$ cat config.mk
export PLATFORM = sky130hd
export DESIGN_NAME = instr_fetch_flat
export DESIGN_NICKNAME = d
export VERILOG_FILES = /design/src/rtl/fetch_pkg.sv /design/src/rtl/instr_fetch_if.sv /design/src/rtl/instr_fetch.sv /design/src/flat_wrapper.sv
export SDC_FILE = /design/constraint.sdc
export NUM_CORES = 1
export LEC_CHECK = 0
export CAP_MARGIN = 20
export CORE_UTILIZATION = 42
export DETAILED_ROUTE_END_ITERATION = 8
export DONT_BUFFER_PORTS = 1
export HOLD_SLACK_MARGIN = 0.12
export PLACE_DENSITY_LB_ADDON = 0.12
export SLEW_MARGIN = 20
export SYNTH_ARGS = -nofsm -noshare
export SYNTH_HDL_FRONTEND = slang
export SYNTH_SLANG_ARGS = --single-unit
$ cat constraint.sdc
create_clock -name clk -period 1.4 [get_ports clk]
set_input_delay 0.28 -clock clk [delete_from_list [all_inputs] [get_ports clk]]
set_output_delay 0.28 -clock clk [all_outputs]
set_load 0.01 [all_outputs]
$ cat src/rtl/fetch_pkg.sv
// rtl/fetch_pkg.sv - shared types and default widths for the instruction fetch stage
package fetch_pkg;

  localparam int ADDR_W          = 8;
  localparam int DATA_W          = 8;
  localparam int INSTR_W         = 32;
  localparam int BYTES_PER_INSTR = INSTR_W / DATA_W;

  typedef enum logic [0:0] {
    FETCH    = 1'b0,
    WAIT_OUT = 1'b1
  } fetch_state_e;

  typedef logic [INSTR_W-1:0] instr_t;

endpackage

$ cat src/rtl/instr_fetch_if.sv
// rtl/instr_fetch_if.sv - ROM port, redirect and decode handshake bundle for the fetch stage
interface instr_fetch_if #(
  parameter int ADDRESS_WIDTH = 8,
  parameter int DATA_WIDTH    = 8,
  parameter int INSTR_WIDTH   = 32
);

  logic [ADDRESS_WIDTH-1:0] rom_addr;
  logic [DATA_WIDTH-1:0]    rom_data;
  logic                     redirect_valid;
  logic [ADDRESS_WIDTH-1:0] redirect_pc;
  logic                     instr_valid;
  logic [INSTR_WIDTH-1:0]   instr;
  logic [ADDRESS_WIDTH-1:0] instr_pc;
  logic                     instr_ready;

  // Fetch stage side
  modport master (
    output rom_addr,
    input  rom_data,
    input  redirect_valid,
    input  redirect_pc,
    output instr_valid,
    output instr,
    output instr_pc,
    input  instr_ready
  );

  // ROM / decode / branch-unit side
  modport slave (
    input  rom_addr,
    output rom_data,
    output redirect_valid,
    output redirect_pc,
    input  instr_valid,
    input  instr,
    input  instr_pc,
    output instr_ready
  );

endinterface

$ cat src/rtl/instr_fetch.sv
// rtl/instr_fetch.sv - byte-serial instruction fetch with little-endian assembly and one-entry output slot
module instr_fetch
  import fetch_pkg::*;
#(
  parameter int                       ADDRESS_WIDTH = ADDR_W,
  parameter int                       DATA_WIDTH    = DATA_W,
  parameter int                       INSTR_WIDTH   = INSTR_W,
  parameter logic [ADDRESS_WIDTH-1:0] RESET_PC      = '0
) (
  input logic            clk,
  input logic            rst,
  instr_fetch_if.master  bus
);

  localparam int N  = INSTR_WIDTH / DATA_WIDTH;
  localparam int CW = (N > 1) ? $clog2(N) : 1;
  localparam logic [CW-1:0]            LAST_BYTE = CW'(N - 1);
  localparam logic [ADDRESS_WIDTH-1:0] PC_STEP   = ADDRESS_WIDTH'(N);
  localparam logic [ADDRESS_WIDTH-1:0] ALIGN_MSK = ~ADDRESS_WIDTH'(N - 1);

  if ((INSTR_WIDTH % DATA_WIDTH) != 0 || N < 2 || (N & (N - 1)) != 0) begin : g_param_check
    $error("instr_fetch: INSTR_WIDTH must be a power-of-two multiple (>=2) of DATA_WIDTH");
  end

  fetch_state_e                  state_q, state_d;
  logic [ADDRESS_WIDTH-1:0]      fetch_pc_q, fetch_pc_d;
  logic [CW-1:0]                 byte_cnt_q, byte_cnt_d;
  logic [N-1:0][DATA_WIDTH-1:0]  asm_q, asm_d;
  logic                          instr_valid_q, instr_valid_d;
  logic [INSTR_WIDTH-1:0]        instr_q, instr_d;
  logic [ADDRESS_WIDTH-1:0]      instr_pc_q, instr_pc_d;
  logic                          slot_free;

  // The ROM address is a pure function of registered state, never of inputs
  assign bus.rom_addr    = fetch_pc_q + ADDRESS_WIDTH'(byte_cnt_q);
  assign bus.instr_valid = instr_valid_q;
  assign bus.instr       = instr_q;
  assign bus.instr_pc    = instr_pc_q;
  assign slot_free       = !instr_valid_q || bus.instr_ready;

  // Next-state: byte assembly, slot hand-off, stall on a full slot, redirect flush
  always_comb begin
    state_d       = state_q;
    fetch_pc_d    = fetch_pc_q;
    byte_cnt_d    = byte_cnt_q;
    asm_d         = asm_q;
    instr_valid_d = instr_valid_q;
    instr_d       = instr_q;
    instr_pc_d    = instr_pc_q;

    if (instr_valid_q && bus.instr_ready) begin
      instr_valid_d = 1'b0;
    end

    unique case (state_q)
      FETCH: begin
        if (byte_cnt_q != LAST_BYTE) begin
          asm_d[byte_cnt_q] = bus.rom_data;
          byte_cnt_d        = byte_cnt_q + 1'b1;
        end else if (slot_free) begin
          instr_d       = {bus.rom_data, asm_q[N-2:0]};
          instr_pc_d    = fetch_pc_q;
          instr_valid_d = 1'b1;
          fetch_pc_d    = fetch_pc_q + PC_STEP;
          byte_cnt_d    = '0;
        end else begin
          // Park the last byte and hold rom_addr until decode drains the slot
          asm_d[N-1] = bus.rom_data;
          state_d    = WAIT_OUT;
        end
      end
      WAIT_OUT: begin
        if (bus.instr_ready) begin
          instr_d       = asm_q;
          instr_pc_d    = fetch_pc_q;
          instr_valid_d = 1'b1;
          fetch_pc_d    = fetch_pc_q + PC_STEP;
          byte_cnt_d    = '0;
          state_d       = FETCH;
        end
      end
      default: state_d = FETCH;
    endcase

    // A redirect discards partial work and never reloads the slot in its cycle
    if (bus.redirect_valid) begin
      fetch_pc_d    = bus.redirect_pc & ALIGN_MSK;
      byte_cnt_d    = '0;
      state_d       = FETCH;
      instr_valid_d = 1'b0;
      instr_d       = instr_q;
      instr_pc_d    = instr_pc_q;
    end
  end

  // State registers with synchronous reset overriding everything
  always_ff @(posedge clk) begin
    if (rst) begin
      state_q       <= FETCH;
      fetch_pc_q    <= RESET_PC;
      byte_cnt_q    <= '0;
      asm_q         <= '0;
      instr_valid_q <= 1'b0;
      instr_q       <= '0;
      instr_pc_q    <= '0;
    end else begin
      state_q       <= state_d;
      fetch_pc_q    <= fetch_pc_d;
      byte_cnt_q    <= byte_cnt_d;
      asm_q         <= asm_d;
      instr_valid_q <= instr_valid_d;
      instr_q       <= instr_d;
      instr_pc_q    <= instr_pc_d;
    end
  end

endmodule

$ cat src/flat_wrapper.sv
// flat-port wrapper written by rule: the top's interface ports become plain ports
module instr_fetch_flat import fetch_pkg::*;
#(
  parameter int                       ADDRESS_WIDTH = ADDR_W,
  parameter int                       DATA_WIDTH    = DATA_W,
  parameter int                       INSTR_WIDTH   = INSTR_W,
  parameter logic [ADDRESS_WIDTH-1:0] RESET_PC      = '0
)
  (clk, rst, bus_rom_addr, bus_rom_data, bus_redirect_valid, bus_redirect_pc, bus_instr_valid, bus_instr, bus_instr_pc, bus_instr_ready);
  instr_fetch_if #(.ADDRESS_WIDTH(ADDRESS_WIDTH), .DATA_WIDTH(DATA_WIDTH), .INSTR_WIDTH(INSTR_WIDTH)) bus_i ();
  input logic clk;
  input logic rst;
  output wire logic [$bits(bus_i.rom_addr)-1:0] bus_rom_addr;
  input wire logic [$bits(bus_i.rom_data)-1:0] bus_rom_data;
  input wire logic [$bits(bus_i.redirect_valid)-1:0] bus_redirect_valid;
  input wire logic [$bits(bus_i.redirect_pc)-1:0] bus_redirect_pc;
  output wire logic [$bits(bus_i.instr_valid)-1:0] bus_instr_valid;
  output wire logic [$bits(bus_i.instr)-1:0] bus_instr;
  output wire logic [$bits(bus_i.instr_pc)-1:0] bus_instr_pc;
  input wire logic [$bits(bus_i.instr_ready)-1:0] bus_instr_ready;
  assign bus_rom_addr = bus_i.rom_addr;
  assign bus_i.rom_data = bus_rom_data;
  assign bus_i.redirect_valid = bus_redirect_valid;
  assign bus_i.redirect_pc = bus_redirect_pc;
  assign bus_instr_valid = bus_i.instr_valid;
  assign bus_instr = bus_i.instr;
  assign bus_instr_pc = bus_i.instr_pc;
  assign bus_i.instr_ready = bus_instr_ready;
  instr_fetch #(.ADDRESS_WIDTH(ADDRESS_WIDTH), .DATA_WIDTH(DATA_WIDTH), .INSTR_WIDTH(INSTR_WIDTH), .RESET_PC(RESET_PC)) u_core (.clk(clk), .rst(rst), .bus(bus_i));
endmodule
==> metrics.md <==
| Metric | Value |
|---|---|
| Switch share | `22.2%` |
| Die area | `8630 um^2` |
| Total congestion overflow | `0` |
| Comb power frac | `6.5%` |
| Leak | `1.52 nW` |
| Worst path top cell family by delay | `simple AND/OR/NAND/NOR gates` |
| Setup ws final | `-45.2 ps` |
| Chip width | `92.9 um` |
| Setup crit start kind | `flip-flop` |
| Area of the mapped netlist | `3470 um^2` |
| Dpl hpwl | `6100 um` |
| Critical path class | `flip-flop to flip-flop` |
| DR pass1 iterations | `5` |
| Reg power frac | `49.2%` |
| Warnings, synthesis | `0` |
| CTS tree | `done` |
| Crit path arrival time | `1720 ps` |
| Worst Skew | `7.58 ps` |
| Cell Pwr Density | `1070 nW/um^2` |
| Synth area leader | `dfxtp_1` |
| Via count | `2983` |
| CP max-delay cell | `or4_4` |
| Total wire length | `10300 um` |
| Fmax | `692 MHz` |
| MaxCap Viol Count | `0` |
| Share of flip-flops with an asynchronous set or reset | `0%` |
| #FFs+latches synth | `80` |
| Post-synth cell types | `43` |
| Power Internal | `3.74 mW` |
| Fin nets | `422` |
| Hold Crit Depth | `1` |
| HP Start | `rst` |
| M1 GR Usage | `31.6%` |
| Synth Area in Compound Gates | `20.4%` |
| First-pass GRT wire length | `15700 um` |
| Most frequent cells in the layout | `dfxtp_1 (74), a21oi_1 (39), mux2i_1 (31)` |
| Final design utilization | `57.3%` |
| RSZ-0062 raised after global routing | `true` |
| Status | `finished with violations` |
| Fillers | `730` |
| R2R setup slack | `-50 ps` |
| Hold Slack | `-18.0 ps` |
| Sw Pwr | `1.07 mW` |
| Synth top area cells | `dfxtp_1 (46%), mux2i_1 (9.2%), o31ai_1 (6.7%)` |
| Buffers added on ports | `0` |
| Slew Viols, Final | `0` |
| Clock power share | `44.3%` |
| Worst path cell trace | `ha_4 -> nor2_4 -> or4_4 -> a311oi_2` |
| I/O pin cnt | `69` |
| Failing checks | `hold timing, setup timing` |
| FP Rows | `32` |
| Die H | `92.9 um` |
| Vias per cell | `5.93` |
| R2r endpoint | `u_core.fetch_pc_q[6]$_SDFFE_PP0P_` |
| Adder-cell share of the synthesized area | `2.16%` |
| Num CTS Buffers | `9` |
| Post-synth EDFFs | `0` |
| Total track usage | `24.1%` |
| Antenna violations before repair | `0` |
| CP Max Fanout | `8` |
| Critical Path RT | `1680 ps` |
| Post-synthesis xor/xnor area fraction | `0%` |
| Sequential element share of the synthesized area | `46.2%` |
| RePlAce Congestion | `0.758` |
| Share of cells above drive strength 1 | `27.9%` |
| R2R cell count | `4` |
| Synth Area in Simple Gates | `16.1%` |
| Initial Utilization | `44.2%` |
| H-tree depth reported by CTS | `3` |
| Starting DRT DRC Count | `200` |
| Global Route met2 Usage | `38.4%` |
| Reg clk slew, reported paths | `80 ps` |
| Synth top area share | `46.2%` |
| Setup violations, final | `12` |
| Insertion delay to the later sink of the worst-skew pair | `360 ps` |
| Drt wl/cell | `20.4 um` |
| Commonest non-fill, non-tap cell in the layout | `dfxtp_1` |
| Clock Path Buffers | `2` |
| CORE AREA | `7850 um^2` |
| Worst Hold Path EP | `u_core.bus.instr[28]$_SDFFE_PP0P_` |
| Top Usage Layer GRT | `met2` |
| Min-delay worst type | `primary input to flip-flop` |
| Mux contribution to synthesized area | `9.23%` |
| Fin crit period | `1450 ps` |
| Finished Layout Cells | `503` |
| Vias in the first global route | `2950` |
| DRC errors left | `0` |
| Period utilization | `103%` |
| Root buf cell | `clkbuf_8` |
| Ant. Diodes | `0` |
| Cts hold-fix bufs | `3` |
| Synth-to-Final Area Change | `29.5%` |
| Pin count of the biggest net entering global routing | `81` |
| CP Capture Type | `flip-flop` |
| Maximum VDD drop | `0.511 mV` |
| Slowest stage delay, CP | `480 ps` |
| Crit path buffers/inverters | `0` |
| Worst slack, placed | `-111 ps` |
| Cells after Synth | `377` |
| DP Cell Count | `474` |
| Final Hold Viols | `9` |
| Ys flop type | `dfxtp_1` |
| Largest family of logic cells by synthesized area | `compound AO/OA/AOI/OAI gates` |
| Clock sinks | `80` |
| M3 GR Usage | `6.08%` |
| DRT antenna net count | `0` |
| Worst r2r src | `u_core.byte_cnt_q[0]$_SDFFE_PP0P_` |
| Avg Cell Area, Syn | `9.20 um^2` |
per-layer routing:
metal	share of wire (%)	vias to the layer above
met2	47	89
met1	45	1443
met3	6.7	14
li1	-	1437
met5	0	-
met4	1.6	0
cell usage after synthesis (all sizes together) (6+ instances only):
cell type,count
nand2,9
dfxtp,80
nor2,30
clkbuf,28
nand4,30
nand3,13
a21oi,40
ha,6
o21ai,6
mux2i,32
o31ai,31
buf,15
a31oi,8
a211oi,9
worst max path at each step:
stage	startpoint	endpoint	slack (ps)	depth (start not counted)
2_1_floorplan	u_core.byte_cnt_q[0]$_SDFFE_PP0P_	u_core.fetch_pc_q[6]$_SDFFE_PP0P_	2	4
3_3_place_gp	u_core.byte_cnt_q[0]$_SDFFE_PP0P_	u_core.asm_q[18]$_SDFFE_PP0P_	-60	5
3_5_place_dp	u_core.byte_cnt_q[0]$_SDFFE_PP0P_	u_core.bus.instr[17]$_SDFFE_PP0P_	-110	5
4_1_cts	u_core.byte_cnt_q[0]$_SDFFE_PP0P_	u_core.asm_q[4]$_SDFFE_PP0P_	-2	5
5_1_grt	u_core.byte_cnt_q[1]$_SDFFE_PP0P_	u_core.bus.instr[29]$_SDFFE_PP0P_	-90	6
6_report	u_core.byte_cnt_q[0]$_SDFFE_PP0P_	u_core.fetch_pc_q[6]$_SDFFE_PP0P_	-50	4
stage by stage:
step	instance area (um^2)	setup TNS, ps	power (mW)
floorplan	3500	0	2.63
CTS	4130	-3.42	4.81
global route	4490	-1810	4.99
detailed placement	3760	-3230	2.67
global placement	3760	-2240	2.67
finish	4490	-314	4.81
kinds of logic after synthesis:
group,count (synthesis)
multiplexers,32
buffers and inverters,47
flip-flops,80
adder cells (fa/ha/maj),6
AND/OR/NAND/NOR,103
AO/OA/AOI/OAI,108
other,1
sequential cells by signal (all words and copies together) (netlist names):
register	flops
u_core.byte_cnt_q	2
u_core.fetch_pc_q	6
u_core.asm_q	32
u_core.bus.instr_valid	1
u_core.bus.instr_pc	6
u_core.bus.instr	32
u_core.state_q	1
power by group through the flow:
stage / sequential [mW] / clock [mW] / combinational, mW
after global routing: 2.37 / 2.27 / 0.343
after floorplan: 2.42 / 0 / 0.208
after CTS: 2.36 / 2.17 / 0.271
after detailed placement: 2.42 / 0 / 0.257
final: 2.37 / 2.13 / 0.315
after global placement: 2.42 / 0 / 0.253
layout make-up:
type	instances	area, um^2	area share (%)
clock buffers	13	190	4.23
clock inverters	3	68.8	1.53
inverters	4	17.5	0.390
multi-input cells	251	1940	43.2
flip-flops and latches	80	1620	36.0
well taps	102	128	2.84
repair buffers	50	529	11.8
timing repair:
item,in CTS,in global routing
cloned,1,2
pin swaps,7,16
setup endpoints to repair,72,68
resized for setup,8,54
buffers inserted,3,5
endpoints found under the hold margin,77,75
Power figures use the tool's default switching activity.
